## src/rtl/rm3100_pkg.sv

```systemverilog
// Shared constants and state encodings for the RM3100 measurement sequencer.
package rm3100_pkg;

  localparam logic [6:0] ADDR_POLL   = 7'h00;
  localparam logic [6:0] ADDR_CCRX   = 7'h04;
  localparam logic [6:0] ADDR_STATUS = 7'h34;
  localparam logic [6:0] ADDR_MX     = 7'h24;

  localparam int DRDY_BIT = 7;

  typedef enum logic [2:0] {
    WAIT_START,
    CFG,
    IDLE,
    POLL_WR,
    STAT_RD,
    DATA_RD,
    OUT
  } seq_state_t;

  typedef enum logic [1:0] {
    X_IDLE,
    X_WAIT,
    X_GAP
  } xfer_state_t;

endpackage

```

## src/rtl/rm3100_xfer.sv

```systemverilog
// One SPI engine transaction: issue a request, wait for the done edge, then
// hold off for a fixed gap before reporting completion to the sequencer.
module rm3100_xfer
  import rm3100_pkg::*;
#(
  parameter int GAP_CYC = 16
) (
  input  logic        clk,
  input  logic        rst,
  input  logic        start,
  input  logic [6:0]  addr,
  input  logic [7:0]  wdata,
  input  logic        wr,
  output logic [7:0]  rdata,
  output logic        xfer_done,
  output logic        spi_req,
  output logic        spi_wr_en,
  output logic [15:0] spi_data_tx,
  input  logic [7:0]  spi_data_rx,
  input  logic        spi_done
);

  localparam logic [15:0] GAP_LAST = 16'(GAP_CYC - 1);

  xfer_state_t state_reg;
  logic        spi_done_d;
  logic [15:0] gap_cnt_reg;
  logic        done_rise;

  // Engine may hold done as a level; only a fresh rising edge completes a transfer.
  assign done_rise = spi_done & ~spi_done_d;

  always_ff @(posedge clk or negedge rst) begin
    if (!rst) begin
      state_reg   <= X_IDLE;
      spi_done_d  <= 1'b0;
      gap_cnt_reg <= 16'd0;
      rdata       <= 8'd0;
      xfer_done   <= 1'b0;
      spi_req     <= 1'b0;
      spi_wr_en   <= 1'b0;
      spi_data_tx <= 16'd0;
    end else begin
      spi_done_d <= spi_done;
      spi_req    <= 1'b0;
      xfer_done  <= 1'b0;
      case (state_reg)
        X_IDLE: begin
          if (start) begin
            spi_data_tx <= {wdata, 1'b0, addr};
            spi_wr_en   <= wr;
            spi_req     <= 1'b1;
            state_reg   <= X_WAIT;
          end
        end
        X_WAIT: begin
          if (done_rise) begin
            rdata       <= spi_data_rx;
            gap_cnt_reg <= 16'd0;
            state_reg   <= X_GAP;
          end
        end
        X_GAP: begin
          if (gap_cnt_reg >= GAP_LAST) begin
            xfer_done <= 1'b1;
            state_reg <= X_IDLE;
          end else if (gap_cnt_reg != 16'hFFFF) begin
            gap_cnt_reg <= gap_cnt_reg + 16'd1;
          end
        end
        default: state_reg <= X_IDLE;
      endcase
    end
  end

endmodule

```

## src/rtl/rm3100_seq.sv

```systemverilog
// RM3100 sequencer: programs the cycle-count registers once, then on request
// polls for data-ready and burst-reads the three 24-bit axis results.
module rm3100_seq
  import rm3100_pkg::*;
#(
  parameter logic [15:0] CCR_VAL     = 16'h00C8,
  parameter logic [7:0]  POLL_MASK   = 8'h70,
  parameter int          GAP_CYC     = 16,
  parameter int          STARTUP_CYC = 512,
  parameter int          POLL_LIMIT  = 1000
) (
  input  logic        clk,
  input  logic        rst,
  input  logic        measure_req,
  output logic        spi_req,
  output logic        spi_wr_en,
  output logic [15:0] spi_data_tx,
  input  logic [7:0]  spi_data_rx,
  input  logic        spi_done,
  output logic        busy,
  output logic        cfg_done,
  output logic [23:0] mag_x,
  output logic [23:0] mag_y,
  output logic [23:0] mag_z,
  output logic        mag_valid,
  output logic        timeout_err
);

  localparam logic [15:0] START_LAST = (STARTUP_CYC > 0) ? 16'(STARTUP_CYC - 1) : 16'd0;
  localparam logic [15:0] POLL_MAX   = (POLL_LIMIT > 0) ? 16'(POLL_LIMIT) : 16'd1;

  seq_state_t  state_reg;
  logic [15:0] startup_cnt_reg;
  logic [2:0]  cfg_idx_reg;
  logic [3:0]  byte_idx_reg;
  logic [15:0] poll_cnt_reg;
  logic [71:0] data_buf_reg;
  logic        launched_reg;
  logic        start_reg;
  logic [6:0]  addr_reg;
  logic [7:0]  wdata_reg;
  logic        wr_reg;

  logic [7:0]  xfer_rdata;
  logic        xfer_done;
  logic [6:0]  op_addr;
  logic [7:0]  op_wdata;
  logic        op_wr;
  logic        op_active;
  logic [15:0] poll_next;

  always_comb begin
    op_addr   = ADDR_POLL;
    op_wdata  = 8'h00;
    op_wr     = 1'b0;
    op_active = 1'b1;
    case (state_reg)
      CFG: begin
        // Even index carries the CCR high byte, odd index the low byte.
        op_addr  = ADDR_CCRX + {4'd0, cfg_idx_reg};
        op_wdata = cfg_idx_reg[0] ? CCR_VAL[7:0] : CCR_VAL[15:8];
        op_wr    = 1'b1;
      end
      POLL_WR: begin
        op_wdata = POLL_MASK;
        op_wr    = 1'b1;
      end
      STAT_RD: op_addr = ADDR_STATUS;
      DATA_RD: op_addr = ADDR_MX + {3'd0, byte_idx_reg};
      default: op_active = 1'b0;
    endcase
  end

  assign poll_next = (poll_cnt_reg == 16'hFFFF) ? poll_cnt_reg : poll_cnt_reg + 16'd1;

  always_ff @(posedge clk or negedge rst) begin
    if (!rst) begin
      state_reg       <= WAIT_START;
      startup_cnt_reg <= 16'd0;
      cfg_idx_reg     <= 3'd0;
      byte_idx_reg    <= 4'd0;
      poll_cnt_reg    <= 16'd0;
      data_buf_reg    <= 72'd0;
      launched_reg    <= 1'b0;
      start_reg       <= 1'b0;
      addr_reg        <= 7'd0;
      wdata_reg       <= 8'd0;
      wr_reg          <= 1'b0;
      busy            <= 1'b0;
      cfg_done        <= 1'b0;
      mag_x           <= 24'd0;
      mag_y           <= 24'd0;
      mag_z           <= 24'd0;
      mag_valid       <= 1'b0;
      timeout_err     <= 1'b0;
    end else begin
      start_reg   <= 1'b0;
      mag_valid   <= 1'b0;
      timeout_err <= 1'b0;

      // Each operating state launches exactly one transfer and waits for its completion.
      if (op_active && !launched_reg) begin
        start_reg    <= 1'b1;
        addr_reg     <= op_addr;
        wdata_reg    <= op_wdata;
        wr_reg       <= op_wr;
        launched_reg <= 1'b1;
      end

      case (state_reg)
        WAIT_START: begin
          busy <= 1'b1;
          if (startup_cnt_reg >= START_LAST) begin
            cfg_idx_reg <= 3'd0;
            state_reg   <= CFG;
          end else begin
            startup_cnt_reg <= startup_cnt_reg + 16'd1;
          end
        end
        CFG: begin
          if (xfer_done) begin
            launched_reg <= 1'b0;
            if (cfg_idx_reg == 3'd5) begin
              cfg_done  <= 1'b1;
              busy      <= 1'b0;
              state_reg <= IDLE;
            end else begin
              cfg_idx_reg <= cfg_idx_reg + 3'd1;
            end
          end
        end
        IDLE: begin
          if (measure_req) begin
            busy      <= 1'b1;
            state_reg <= POLL_WR;
          end
        end
        POLL_WR: begin
          if (xfer_done) begin
            launched_reg <= 1'b0;
            poll_cnt_reg <= 16'd0;
            state_reg    <= STAT_RD;
          end
        end
        STAT_RD: begin
          if (xfer_done) begin
            launched_reg <= 1'b0;
            poll_cnt_reg <= poll_next;
            if (xfer_rdata[DRDY_BIT]) begin
              byte_idx_reg <= 4'd0;
              state_reg    <= DATA_RD;
            end else if (poll_next >= POLL_MAX) begin
              timeout_err <= 1'b1;
              busy        <= 1'b0;
              state_reg   <= IDLE;
            end
          end
        end
        DATA_RD: begin
          if (xfer_done) begin
            launched_reg <= 1'b0;
            data_buf_reg <= {data_buf_reg[63:0], xfer_rdata};
            if (byte_idx_reg == 4'd8) begin
              state_reg <= OUT;
            end else begin
              byte_idx_reg <= byte_idx_reg + 4'd1;
            end
          end
        end
        OUT: begin
          mag_x     <= data_buf_reg[71:48];
          mag_y     <= data_buf_reg[47:24];
          mag_z     <= data_buf_reg[23:0];
          mag_valid <= 1'b1;
          busy      <= 1'b0;
          state_reg <= IDLE;
        end
        default: state_reg <= WAIT_START;
      endcase
    end
  end

  rm3100_xfer #(
    .GAP_CYC(GAP_CYC)
  ) u_xfer (
    .clk        (clk),
    .rst        (rst),
    .start      (start_reg),
    .addr       (addr_reg),
    .wdata      (wdata_reg),
    .wr         (wr_reg),
    .rdata      (xfer_rdata),
    .xfer_done  (xfer_done),
    .spi_req    (spi_req),
    .spi_wr_en  (spi_wr_en),
    .spi_data_tx(spi_data_tx),
    .spi_data_rx(spi_data_rx),
    .spi_done   (spi_done)
  );

endmodule

```

## config.mk

```make
export PLATFORM = sky130hd
export DESIGN_NAME = rm3100_seq
export DESIGN_NICKNAME = d
export VERILOG_FILES = /design/src/rtl/rm3100_pkg.sv /design/src/rtl/rm3100_xfer.sv /design/src/rtl/rm3100_seq.sv
export SDC_FILE = /design/constraint.sdc
export NUM_CORES = 1
export LEC_CHECK = 0
export CORE_MARGIN = 2
export CORE_UTILIZATION = 59
export CTS_BUF_LIST = sky130_fd_sc_hd__clkbuf_4
export CTS_CLUSTER_SIZE = 10
export DETAILED_ROUTE_END_ITERATION = 12
export HOLD_SLACK_MARGIN = 0.15
export PLACE_DENSITY = 0.86
export SETUP_SLACK_MARGIN = 0.2
export SYNTH_ARGS = -nofsm -noshare
export SYNTH_HDL_FRONTEND = slang
export SYNTH_HIERARCHICAL = 1
export SYNTH_SLANG_ARGS = --single-unit
```

## constraint.sdc

```tcl
create_clock -name clk -period 2.6 [get_ports clk]
set_input_delay 0.26 -clock clk [delete_from_list [all_inputs] [get_ports clk]]
set_output_delay 0.26 -clock clk [all_outputs]
set_load 0.05 [all_outputs]
```

==> results.yml, run 1 <==
outcome:
  status: "complete, no violations"
cts:
  clock_latency_ns: 0.69
  cts.clk_slew.worst_paths_ns: 0.06
  cts_tree: "done"
  cts-buffers-inserted: 59
  max-clock-path-buffers: 3
  clkSinkCount: 247
  htreeDepth: 2
  clockRootBuffer: "clkbuf_4"
setup_path:
  critPathKind: "register to register"
  worstPathArrival_ns: 2.84
  crit_required_ns: 3.17
  crit_path_end_kind: "register"
  slowest_stage: "dfrtp_1"
  path_buf_inv: 0
  critPathMaxStageDelay_ns: 0.43
  crit_chain: "ha_2 > and4_2 > nand2_1 > or3_1 > a21oi_1 > a31oi_2 > a31o_1"
  worst_setup_path_start_kind: "register"
  cp_top_family: "simple AND/OR/NAND/NOR gates"
  crit_path_max_fanout: 7
floorplan:
  ios: 106
  die_h_um: 136
  die_w_um: 136
  num_rows: 48
  core_area_um2: 17200
  dieArea_um2: 18500
  initial_utilization: 0.598
grt:
  antenna_found_initial: 1
  grt_usage: 0.245
  grt_pass1_vias: 7267
  grt_start_max_net_pins: 96
  grt_overflow_total: 0
  grt_first_pass_wirelength_um: 36400
detailed_routing:
  drtAntennaViolNets: 0
  wl_per_cell_um: 16.5
  drt-initial-drc-count: 592
  drc_errors: 0
  vias: 7360
  drt_wl_total_um: 21900
  vias_per_cell: 5.54
  drt_pre_antenna_iters: 6
layout:
  finalNonFillerCells: 1329
  largest_register_ff_count: 72
  final_core_util: 0.723
  final_area_um2: 12400
  nNetsFinal: 1086
  area_delta_synth_final_pct: 20.9
  drive_gt1_frac: 0.206
synth:
  ys_top_cells_by_count: "251 x nand2_1, 247 x dfrtp_1, 89 x mux2_2"
  synth-seq-area-share: 0.601
  syn_avg_cell_area_um2: 11.2
  synth-edff-count: 0
  synth.most_common_cell: "nand2_1"
  yosys.area.top_type_share: 0.601
  synth-seq-cells: 247
  synth_ff_type: "dfrtp_1"
  yosysTopAreaCell: "dfrtp_1"
  ys_async_sr_fraction: 1.00
  postSynthCellCount: 921
  netlist_area_um2: 10300
  synth_area_leaders: "dfrtp_1 60%, mux2_2 9.8%, nand2_1 9.2%"
  yosysWarningCount: 6
  synth_cell_types: 65
timing:
  setup_violations: 0
  max_freq_mhz: 441
  fin_crit_ns: 2.27
  setup_tns_ns: 0
  drv_slew: 0
  layout_setup_ws_ns: 0.334
  clock_skew_ns: 0.0414
  hold_violations: 0
  relSlewSlack: 0.497
  holdWs_ns: 0.205
  layout_worst_path_cycle_share: 0.872
  tightest_slew_ns: 0.754
  rsz0062_at_grt: "yes"
power:
  leakagePower_nw: 6.19
  p_int_mw: 6.30
  pwr-share-comb: 0.170
  p_sw_mw: 2.68
  switching_share: 0.298
  vdd_drop_max_v: 0.000477
  power_frac_clock: 0.338
  powerDensity_nw_per_um2: 723
  finalPower_mw: 8.98
  sequentialPowerShare: 0.493
placement:
  port_buffers: 104
  dp_hpwl_um: 14200
  place_inst: 1222
  dpl_cell_area_um2: 11600
  gp_congestion: 0.884
  pre_cts_ws_ns: 0.197
worst_hold_path:
  hp-class: "input pin to asynchronous set/reset pin"
run:
  drv_cap: 0
-- worst reg2reg max path: cells and delay by family, from the launching register on --
| family | cells | cell delay, ns |
|---|---|---|
| AOI/OAI and AO/OA | 3 | 0.65 |
| adders and majority gates | 1 | 0.31 |
| DFF | 1 | 0.43 |
| and+or+nand+nor | 3 | 0.76 |
-- layout by cell type, fill, tap and decap left out, types with 5 or more instances in the layout --
| cell type | instances |
|---|---|
| buf_12 | 5 |
| ha_1 | 8 |
| nand2b_1 | 7 |
| a311oi_1 | 5 |
| inv_1 | 16 |
| conb_1 | 5 |
| mux2_1 | 9 |
| nor4_1 | 7 |
| or3_1 | 5 |
| mux2i_1 | 9 |
| mux2_2 | 89 |
| nand2_1 | 251 |
| nor3_1 | 8 |
| clkbuf_4 | 83 |
| xnor2_1 | 7 |
| clkdlybuf4s50_1 | 103 |
| nand3_1 | 22 |
| a21oi_1 | 18 |
| clkinv_1 | 14 |
| dfrtp_1 | 246 |
| nand4_1 | 9 |
| a31oi_1 | 7 |
| o21ai_0 | 35 |
| buf_4 | 18 |
| nor2_1 | 28 |
| nor2b_1 | 12 |
-- kinds of logic after synthesis --
logic type,synth area share
DFF,0.601
other,0.000731
AOI/OAI and AO/OA,0.0588
and+or+nand+nor,0.175
muxes,0.116
buffers and inverters,0.0289
xor gates and xnor gates,0.00767
adders and majority gates,0.0110
-- power by group through the flow --
stage / clock network (mW) / registers, mW / logic (mW)
global placement: 0 / 4.46 / 1.46
CTS: 3.12 / 4.41 / 1.53
floorplan: 0 / 4.64 / 0.819
global route: 3.34 / 4.46 / 1.67
detailed placement: 0 / 4.48 / 1.50
finish: 3.03 / 4.42 / 1.52
-- area by class of cell --
class / count / area, um2
antenna: 1 / 2.50
clock buffer: 83 / 623
clock inverter: 16 / 92.6
fill: 1181 / 4760
inverter: 18 / 67.6
multi-input combinational: 608 / 3850
sequential: 247 / 6180
tap: 225 / 282
timing repair buffer: 131 / 1320
-- timing repair --
| item | in CTS | in global routing |
|---|---|---|
| gates resized for setup | 1 | 5 |
| endpoints found under the hold margin | 250 | 0 |
| hold buffers | 4 | 0 |
| pin swaps | 0 | 2 |
| endpoints found under the setup margin | 3 | 7 |
| buffers inserted | 0 | 3 |
-- per-layer routing --
metal | share of wire | track usage | vias to the layer above
li1 | - | - | 3456
met1 | 0.45 | 0.346 | 3660
met2 | 0.48 | 0.386 | 206
met3 | 0.046 | 0.0481 | 38
met4 | 0.023 | 0.0862 | 0
met5 | 0 | 0 | -
-- worst paths after layout --
check	slack [ns]	depth (start not counted)	from	endpoint
worst max-delay path	0.33	7	poll_cnt_reg[1]$_DFFE_PN0P_	busy$_DFFE_PN0P_
worst min-delay path	0.21	2	rst	mag_x[18]$_DFFE_PN0P_
worst max register to register	0.33	7	poll_cnt_reg[1]$_DFFE_PN0P_	busy$_DFFE_PN0P_
worst min register to register	0.39	0	startup_cnt_reg[12]$_DFFE_PN0P_	startup_cnt_reg[12]$_DFFE_PN0P_
max in group asynchronous	1.68	3	rst	poll_cnt_reg[0]$_DFFE_PN0P_
min in group clk	0.21	2	spi_data_rx[2]	u_xfer/rdata[2]$_DFFE_PN0P_
(Power assumes the default switching activity.)
==> inputs of run 2 (changes only) <==
Clock period 2.6 ns to 2.1 ns, I/O delays scaled along.
==> run 2 against run 1 <==
Against the previous run: cell area increased by 3.5%; power rose by 27%; worst setup slack got worse by 0.19 ns; utilization is 2.6 points higher.
==> results.yml, run 2 (same netlist as run 1, synthesis figures left out) <==
outcome:
  status: "complete, no violations"
timing:
  hold_violations: 0
  max_freq_mhz: 510
  setup_violations: 0
  drv_slew: 0
  relSlewSlack: 0.618
  fin_crit_ns: 1.96
  rsz0062_at_grt: "yes"
  clock_skew_ns: 0.0339
  layout_worst_path_cycle_share: 0.934
  tightest_slew_ns: 0.575
floorplan:
  initial_utilization: 0.598
  ios: 106
  die_w_um: 136
  num_rows: 48
  die_h_um: 136
  core_area_um2: 17200
  dieArea_um2: 18500
grt:
  grt_first_pass_wirelength_um: 37600
  top_usage_layer: "met2"
  grt_use_met3: 0.0496
  grt_start_max_net_pins: 75
  antenna_found_initial: 1
  grt_usage: 0.257
  grt.met2_usage: 0.433
  grt_use_met1: 0.333
  grt_pass1_vias: 7561
  grt_overflow_total: 0
cts:
  cts_tree: "done"
  cts-buffers-inserted: 59
  htreeDepth: 2
  max-clock-path-buffers: 3
  clock_latency_ns: 0.68
  cts.clk_slew.worst_paths_ns: 0.07
  clockRootBuffer: "clkbuf_4"
  clkSinkCount: 247
detailed_routing:
  drtAntennaViolNets: 0
  drc_errors: 0
  wl_per_cell_um: 16.7
  drt-initial-drc-count: 404
  vias_per_cell: 5.45
  vias: 7510
  drt_wl_total_um: 23100
  drt_pre_antenna_iters: 4
setup_path:
  crit_path_end_kind: "register"
  worstPathArrival_ns: 2.49
  crit_chain: "buf_6 > nand4_4 > or4_4 > mux2i_1 > nand4_1 > a31oi_4 > a31oi_1"
  ff2ff_setup_slack_ns: 0.14
  crit_required_ns: 2.63
  critPathKind: "register to register"
  critPathMaxStageDelay_ns: 0.57
  worst_setup_path_start_kind: "register"
  slowest_stage: "or4_4"
  r2r_cells: 7
  crit_path_max_fanout: 4
  r2r_start: "poll_cnt_reg[1]$_DFFE_PN0P_"
  r2r-end: "state_reg[1]$_DFFE_PN0P_"
placement:
  gp_congestion: 0.904
  port_buffers: 104
  place_inst: 1245
  dp_hpwl_um: 15100
power:
  leakagePower_nw: 6.87
  finalPower_mw: 11.4
  vdd_drop_max_v: 0.000645
  powerDensity_nw_per_um2: 888
layout:
  finalNonFillerCells: 1378
  area_delta_synth_final_pct: 25.1
  nNetsFinal: 1123
  layout_commonest_cell: "nand2_1"
  nFillCells: 1114
  largest_register_ff_count: 72
  most-common-layout-cells: "248 x nand2_1, 238 x dfrtp_1, 91 x clkbuf_4, 91 x dlygate4sd2_1, 89 x mux2_2"
  drive_gt1_frac: 0.259
run:
  drv_cap: 0
worst_hold_path:
  hp-class: "input pin to register"
  hp-start: "spi_data_rx[0]"
  holdPathEnd: "u_xfer/rdata[0]$_DFFE_PN0P_"
  holdPathStages: 2
-- run 2: cell types whose count changed in the layout (fill, tap and decap cells not counted), moves of 4 or more --
cell	previous run	this run
clkbuf_4	83	91
dlygate4sd2_1	0	91
clkdlybuf4s50_1	103	10
dfrtp_1	246	238
buf_4	18	50
o21ai_0	35	31
dfrtp_2	1	9
clkinv_1	14	19
-- run 2: worst max path at each step --
stage	start	endpoint	cells after the start
2_1_floorplan	poll_cnt_reg[13]$_DFFE_PN0P_	busy$_DFFE_PN0P_	7
3_3_place_gp	poll_cnt_reg[1]$_DFFE_PN0P_	busy$_DFFE_PN0P_	7
3_5_place_dp	poll_cnt_reg[0]$_DFFE_PN0P_	state_reg[1]$_DFFE_PN0P_	7
4_1_cts	poll_cnt_reg[8]$_DFFE_PN0P_	state_reg[1]$_DFFE_PN0P_	6
5_1_grt	poll_cnt_reg[7]$_DFFE_PN0P_	state_reg[1]$_DFFE_PN0P_	7
6_report	poll_cnt_reg[1]$_DFFE_PN0P_	state_reg[1]$_DFFE_PN0P_	7
-- run 2: layout make-up --
class / instances / area [um2] / share of cell area
Antenna cell: 1 / 2.50 / 0.000195
Multi-Input combinational cell: 608 / 4000 / 0.311
Clock inverter: 20 / 106 / 0.00827
Timing Repair Buffer: 168 / 1520 / 0.118
Clock buffer: 91 / 683 / 0.0531
Inverter: 18 / 70.1 / 0.00545
Sequential cell: 247 / 6190 / 0.481
Tap cell: 225 / 282 / 0.0219
-- run 2: where the power goes --
group / total (mW) / internal (mW) / switching, mW
sequential: 5.43 / 5.12 / 0.301
combinational: 2.00 / 0.776 / 1.23
clock: 3.99 / 2.10 / 1.89
total: 11.4 / 8.00 / 3.41
-- run 2: per-stage QoR --
stage	utilization	setup TNS [ns]	area [um2]	hold slack, ns	setup WS, ns
finish	0.749	0	12900	0.184	0.139
global route	0.749	0	12900	0.158	0.0340
CTS	0.739	0	12700	0.151	0.144
detailed placement	0.690	-0.0121	11900	0.213	-0.00814
global placement	0.690	0	11900	0.215	0.0865
floorplan	-	0	10300	-0.0856	0.203
-- run 2: timing repair --
| item | 4_1_cts | 5_1_grt |
|---|---|---|
| hold buffers | 4 | 0 |
| hold endpoints to repair | 249 | 0 |
| setup endpoints to repair | 100 | 24 |
| cloned | 0 | 0 |
| setup buffers | 8 | 9 |
| pin swaps | 8 | 11 |
| gates resized for setup | 109 | 28 |
-- run 2: per-layer routing --
layer  wire [um]  share of wire  vias up
li1            -              -     3529
met1        9670           0.42     3702
met2       11700           0.51      228
met3        1090          0.047       51
met4         591          0.026        0
met5           0              0        -
-- run 2: critical path, delay by kind of cell (launching register included) --
kind,cells,cell delay (ns)
AO/OA/AOI/OAI,2,0.35
AND/OR/NAND/NOR,3,0.83
multiplexers,1,0.16
buffers and inverters,1,0.12
flip-flops,1,0.39
